[src/rtl/gf_pkg.sv]
// Shared GF(2^8) constants and FSM state encoding for the polynomial reducer.
package gf_pkg;

  localparam int unsigned GF_WIDTH = 8;
  localparam logic [8:0]  AES_POLY = 9'h11B;

  typedef enum logic [1:0] {
    IDLE   = 2'd0,
    REDUCE = 2'd1,
    DONE   = 2'd2
  } gf_state_e;

endpackage

[src/rtl/gf_reduce_step.sv]
// One long-division step: cancel bit idx_i with POLY aligned so its x^WIDTH term sits at idx_i.
module gf_reduce_step #(
  parameter int unsigned      WIDTH = 8,
  parameter logic [WIDTH:0]   POLY  = 9'h11B,
  localparam int unsigned     PW    = 2 * (WIDTH - 1) + 1,
  localparam int unsigned     IW    = $clog2(PW)
) (
  input  logic [PW-1:0] work_i,
  input  logic [IW-1:0] idx_i,
  output logic [PW-1:0] work_o
);

  logic [PW-1:0] poly_ext;
  logic [IW-1:0] shamt;

  assign poly_ext = PW'(POLY);
  assign shamt    = idx_i - IW'(WIDTH);

  always_comb begin
    work_o = work_i;
    // Indices below WIDTH are already inside the field and never get cancelled.
    if ((idx_i >= IW'(WIDTH)) && work_i[idx_i]) begin
      work_o = work_i ^ (poly_ext << shamt);
    end
  end

endmodule

[src/rtl/gf_poly_reduce.sv]
// Sequential reduction of an unreduced GF(2) product modulo POLY, one bit per cycle.
// Optional feature macro GF_REDUCE_DEGREE_EN adds deg_out (degree of the accepted product).
module gf_poly_reduce
  import gf_pkg::*;
#(
  parameter int unsigned    WIDTH = GF_WIDTH,
  parameter logic [WIDTH:0] POLY  = (WIDTH + 1)'(AES_POLY)
) (
  input  logic                   clk,
  input  logic                   rst,
  input  logic                   in_valid,
  output logic                   in_ready,
  input  logic [2*(WIDTH-1):0]   prod_in,
  output logic                   out_valid,
  input  logic                   out_ready,
  output logic [WIDTH-1:0]       rem_out,
  output logic                   busy
`ifdef GF_REDUCE_DEGREE_EN
  ,
  output logic [3:0]             deg_out
`endif
);

  localparam int unsigned PW = 2 * (WIDTH - 1) + 1;
  localparam int unsigned IW = $clog2(PW);

  gf_state_e     state_q, state_d;
  logic [PW-1:0] work_q, work_d;
  logic [IW-1:0] idx_q, idx_d;
  logic [PW-1:0] step_work;
  logic          accept;

  assign accept = in_valid && (state_q == IDLE);

  gf_reduce_step #(
    .WIDTH (WIDTH),
    .POLY  (POLY)
  ) u_step (
    .work_i (work_q),
    .idx_i  (idx_q),
    .work_o (step_work)
  );

  always_comb begin
    state_d = state_q;
    work_d  = work_q;
    idx_d   = idx_q;
    case (state_q)
      IDLE: begin
        if (in_valid) begin
          work_d  = prod_in;
          idx_d   = IW'(PW - 1);
          state_d = REDUCE;
        end
      end
      REDUCE: begin
        work_d = step_work;
        idx_d  = idx_q - 1'b1;
        // Bit WIDTH is the last one that can be cancelled; the result now fits the field.
        if (idx_q == IW'(WIDTH)) begin
          state_d = DONE;
        end
      end
      DONE: begin
        if (out_ready) begin
          state_d = IDLE;
        end
      end
      default: state_d = IDLE;
    endcase
  end

  always_ff @(posedge clk) begin
    if (rst) begin
      state_q <= IDLE;
      work_q  <= '0;
      idx_q   <= '0;
    end else begin
      state_q <= state_d;
      work_q  <= work_d;
      idx_q   <= idx_d;
    end
  end

  assign in_ready  = (state_q == IDLE);
  assign out_valid = (state_q == DONE);
  assign busy      = (state_q != IDLE);
  assign rem_out   = out_valid ? work_q[WIDTH-1:0] : '0;

`ifdef GF_REDUCE_DEGREE_EN
  logic [3:0] deg_q, deg_d;

  always_comb begin
    deg_d = '0;
    for (int b = 1; b < PW; b++) begin
      if (prod_in[b]) deg_d = 4'(b);
    end
  end

  always_ff @(posedge clk) begin
    if (rst) begin
      deg_q <= '0;
    end else if (accept) begin
      deg_q <= deg_d;
    end
  end

  assign deg_out = deg_q;
`else
  logic unused_accept;
  assign unused_accept = accept;
`endif

endmodule

[config.mk]
export PLATFORM = sky130hd
export DESIGN_NAME = gf_poly_reduce
export DESIGN_NICKNAME = d
export VERILOG_FILES = /design/src/rtl/gf_pkg.sv /design/src/rtl/gf_reduce_step.sv /design/src/rtl/gf_poly_reduce.sv
export SDC_FILE = /design/constraint.sdc
export NUM_CORES = 1
export LEC_CHECK = 0
export ABC_AREA = 1
export CORE_UTILIZATION = 35
export DETAILED_ROUTE_END_ITERATION = 10
export PLACE_DENSITY_LB_ADDON = 0.1
export SETUP_SLACK_MARGIN = 0.05
export SLEW_MARGIN = 0
export SYNTH_ARGS = -nofsm -noshare
export SYNTH_HDL_FRONTEND = slang
export SYNTH_SLANG_ARGS = --single-unit
export TNS_END_PERCENT = 30
[constraint.sdc]
create_clock -name clk -period 2.2 [get_ports clk]
set_input_delay 0.66 -clock clk [delete_from_list [all_inputs] [get_ports clk]]
set_output_delay 0.66 -clock clk [all_outputs]
set_load 0.1 [all_outputs]
Word-level counts from Yosys, hierarchy flattened
Index checks and enable logic that the tools add are counted.
Widths: inputs -> output; s select.

cells by class
  add/subtract/negate cells = 2
  magnitude comparators = 2
  equality and inequality tests = 7
  shifts and indexed selects = 1
  multiplexer cells = 12
  bitwise logic cells = 1
  reduce and logical (&&, ||, !) cells = 7

operator list
  kind                  count
  $mux 15               2
  $pmux 15 s2           1
  $shl 9x4->15 const A  1
  $xor 15x15->15        1
  $mux 8                1
  $pmux 4 s2            1
  $mux 2                3
  $pmux 2 s3            1
  $reduce_and 3->1      2
  $lt 4x5->1 const B    1
  $bmux 1 s4            1
  $eq 4x4->1 const B    1
  $ge 4x4->1 const B    1
  $mux 4                1
  $ne 2x1->1 const B    2
  $ne 2x2->1 const B    2
  $reduce_bool 2->1     2
  $sub 4x1->4 const B   1
  $sub 4x4->4 const B   1
  $eq 2x1->1 const B    1
  $eq 2x2->1 const B    1
  $logic_not 2->1       1
  $reduce_and 2->1      1
  $logic_and 1x1->1     1
  $mux 1                1

storage, ports and cells
  register bits after elaboration = 21
  input bits = 19
  output and inout port bits = 11
  logic and storage cells = 35

Longest topological paths before layout
  depth after elaboration = 5
  mapped depth = 13
  gate-level depth less buffers = 11

Modules after synthesis
From an unflattened synthesis, not the netlist that was laid out.

unflattened totals
  cell total of the unflattened synthesis = 362
  area, all modules = 1,990.7 sq um

by module, submodules not included
  module          times used  cells an instance  area each (sq um)  seq. area each (sq um)
  gf_poly_reduce  1           196                1,156.1            420.4
  gf_reduce_step  1           166                834.6              0.0

Worst setup path before layout
OpenSTA, ideal clock, no wires.

  path type = reg2out
  start point = reg state_q[1]
  end point = out rem_out[0]
  arrival = 3.643 ns
  data required time = 1.540 ns
  slack = -2.103 ns
  stages on the path, launching flop included = 5
  path buffers = 0
  cells stage by stage = dfxtp_1 > inv_2 > nor2_1 > clkinv_1 > nor2_1

on the way
  longest elaborated chain between the ends = 2

RTL lines
  item                      line                  source
  start: declaration        gf_poly_reduce.sv:27  gf_state_e state_q, state_d;
  start signal: assignment  gf_poly_reduce.sv:79  state_q <= state_d;
  $eq 2x2->1                gf_poly_reduce.sv:86  assign out_valid = (state_q == DONE);
  via out_valid             gf_poly_reduce.sv:14  output logic out_valid,
  $mux 8                    gf_poly_reduce.sv:88  assign rem_out = out_valid ? work_q[WIDTH-1:0] : '0;
  end: declaration          gf_poly_reduce.sv:16  output logic [WIDTH-1:0] rem_out,

The timed path passes the listed nets, and every way through them passes these cells.

Worst setup path in the final report
  start point = reg state_q[1]
  end point = out rem_out[1]

on the way
  longest elaborated chain between the ends = 2

RTL lines
  item        line
  $eq 2x2->1  gf_poly_reduce.sv:86
  $mux 8      gf_poly_reduce.sv:88

Every way passes these cells.

==> impl_metrics.ini <==
[synth]
syn_nets = 324
yosysSeqAreaShare = 0.245
synth_edf_count = 0
synth-xor-area-share = 0.00511
yosysUniqueCellTypes = 25
synthTopCellsByCount = nand2_1 (94), nand3_1 (53), nor2_1 (35)
synth_compound_area_frac = 0.115
synth_top_family_by_area = simple AND/OR/NAND/NOR gates
synth_most_common_cell = nand2_1
synth_top_area_frac = 0.245
synth_area_per_cell_um2 = 5.73
synthMuxAreaShare = 0
yosys-top-cells-area = dfxtp_1 (25%), nand2_1 (21%), nand3_1 (15%)
synth-warning-count = 0
synth_area_um2 = 1710
synth-main-ff-cell = dfxtp_1
ys_ff_latch = 21
synthArstFlopShare = 0
synth_fa_ha_area_frac = 0.0438
syn_inst = 299
yosysTopAreaCell = dfxtp_1
synth-simple-area-share = 0.469

[floorplanning]
die_w_um = 72.0
rows = 25
die_area_um2 = 5180
core-area_um2 = 4720
io_pins = 30
initial_utilization = 0.363
die_h_um = 72.0

[timing]
slew_viol_final = 0
max_slew_margin = 0.628
tightest_slew_ns = 0.557
hold_violations = 0
fmax_mhz = 489
fin_crit_sh = 0.929
setup_viol = 0
fin_worst_skew_ns = 0.00375
rsz0062_at_grt = false
min_period_ns = 2.04

[setup_path]
arrival_ns = 1.38
cp.required_ns = 1.54
crit_buf_inv = 3
crit_chain = inv_2, nor2_4, clkinv_4, nor2_4, buf_12
critPathTopFamily = buffers and inverters
cp-start-kind = flip-flop
crit_type = reg -> out
end_kind = primary output
worst_path_largest_cell_delay_ns = 0.36
crit_top_cell = nor2_4
crit_fanout = 9
critPathSlowestCell = dfxtp_2

[power_and_ir_drop]
p_leak_nw = 1.08
vdd_drop_max_uv = 412
pwr-share-comb = 0.457
internal_power_w = 0.000775
power_frac_seq = 0.340
p_switching_w = 0.000566
powerDensity_nw_per_um2 = 580
clkPwrFrac = 0.203
p_total_w = 0.00134
p_sw_frac = 0.422

[clock_tree]
cts_buffer_depth = 2
cts_max_level = 1
numClockSinks = 21
tritoncts = built
clock_latency_ns = 0.27
cts_resized = 0
clkSlewWorstSetupHoldPaths_ns = 0.09
cts_hold_buf = 0
cts-buffers-inserted = 3
root_buffer = clkbuf_8
postCtsSetupBuffers = 0

[route]
drt-initial-drc-count = 84
dr.pass1.iters = 4
via_count = 1944
routed_wirelength_um = 4900
via_per_inst = 4.96
drc = 0
antenna_left = 0
routedWlPerCell_um = 12.5

[placed_design]
place.gp.congestion = 0.869
dpl.hpwl_um = 3430
port_buffers = 29

[final_layout]
final_nets = 351
utilization = 0.489
n_antenna_cell = 0
layout-drive-gt1-share = 0.142
syn_to_final_growth_pct = 34.7

[global_routing]
grt_overflow_total = 0
grt_pass1_vias = 1862
antenna_found_initial = 0
grt_max_degree = 34
grtUsageTotal = 0.207
grt_first_pass_wirelength_um = 8480

[flow_run]
maxCapViolCount = 0

[min_path]
hold_class = reg -> reg

[run_status]
status = complete, no violations
[registers in the layout, summed over array words and instances, names as in the netlist]
name	flops
idx_q	4
state_q	2
work_q	15
[worst register-to-register path: stages, from the launching register on]
cell and delay (ns):
dfxtp_1 0.39, inv_4 0.09, ha_1 0.41, inv_1 0.08, nand2_1 0.16, nand2_1 0.11, o21ai_0 0.16, nand3_1 0.09
nand2_1 0.07, a21oi_1 0.03, nor2_1 0.12
[routing by layer]
layer	up-vias	GRT usage	routed length (um)
met1	891	0.268	2370
met4	0	0.0632	80
met3	6	0.0389	153
met2	34	0.350	2290
met5	-	0	0
li1	1013	-	-
[cells by family (layout without fill, tap and decap cells)]
kind of cell | Yosys count | count (layout)
and+or+nand+nor | 190 | 190
xor gates and xnor gates | 1 | 1
adders and majority gates | 6 | 6
DFF | 21 | 21
buffers and inverters | 45 | 71
AOI/OAI and AO/OA | 36 | 36
[path summary, 6_finish.rpt]
kind / from / end / slack (ns) / depth (start not counted)
setup / recovery: state_q[1] / rem_out[1] / 0.16 / 5
hold / removal: idx_q[1] / idx_q[1] / 0.59 / 2
setup reg to reg: idx_q[0] / work_q[6] / 0.43 / 10
hold reg to reg: idx_q[1] / idx_q[1] / 0.59 / 2
[per-stage QoR]
stage | setup TNS, ns | std cells | setup slack, ns | hold slack [ns] | cell area, um^2
floorplan | -1.98 | 299 | -0.265 | 0.549 | 1800
global placement | 0 | 388 | 0.439 | 0.572 | 2260
detailed placement | 0 | 388 | 0.430 | 0.571 | 2260
CTS | 0 | 392 | 0.134 | 0.589 | 2310
global route | 0 | 392 | 0.0715 | 0.617 | 2310
finish | 0 | 392 | 0.156 | 0.590 | 2310
[layout make-up]
type	count	area (um^2)
multi-input combinational	233	1160
clock buffer	3	41.3
tap	67	83.8
fill	504	2410
clock inverter	1	5.00
sequential	21	422
timing repair buffer	38	480
inverter	29	116
[cells in the final DEF, fill, tap and decap left out, types with 2 or more instances in the layout]
cell,instances
nand2_1,94
nand3_1,53
nor2_1,25
inv_1,23
a21oi_1,20
dfxtp_1,20
clkdlybuf4s50_1,18
buf_12,12
nor2_4,10
o21ai_0,10
buf_4,8
ha_1,6
inv_2,4
nand4_1,4
nand2_2,3
clkbuf_8,3
o21a_1,2
[power by group through the flow]
stage,clock network [W],registers (W),logic [W]
after floorplan,0,0.000461,0.000440
after global placement,0,0.000465,0.000605
after detailed placement,0,0.000465,0.000611
after CTS,0.000283,0.000456,0.000613
after global routing,0.000297,0.000462,0.000690
final,0.000272,0.000456,0.000612
No activity file was read; power rests on OpenSTA's default activity.
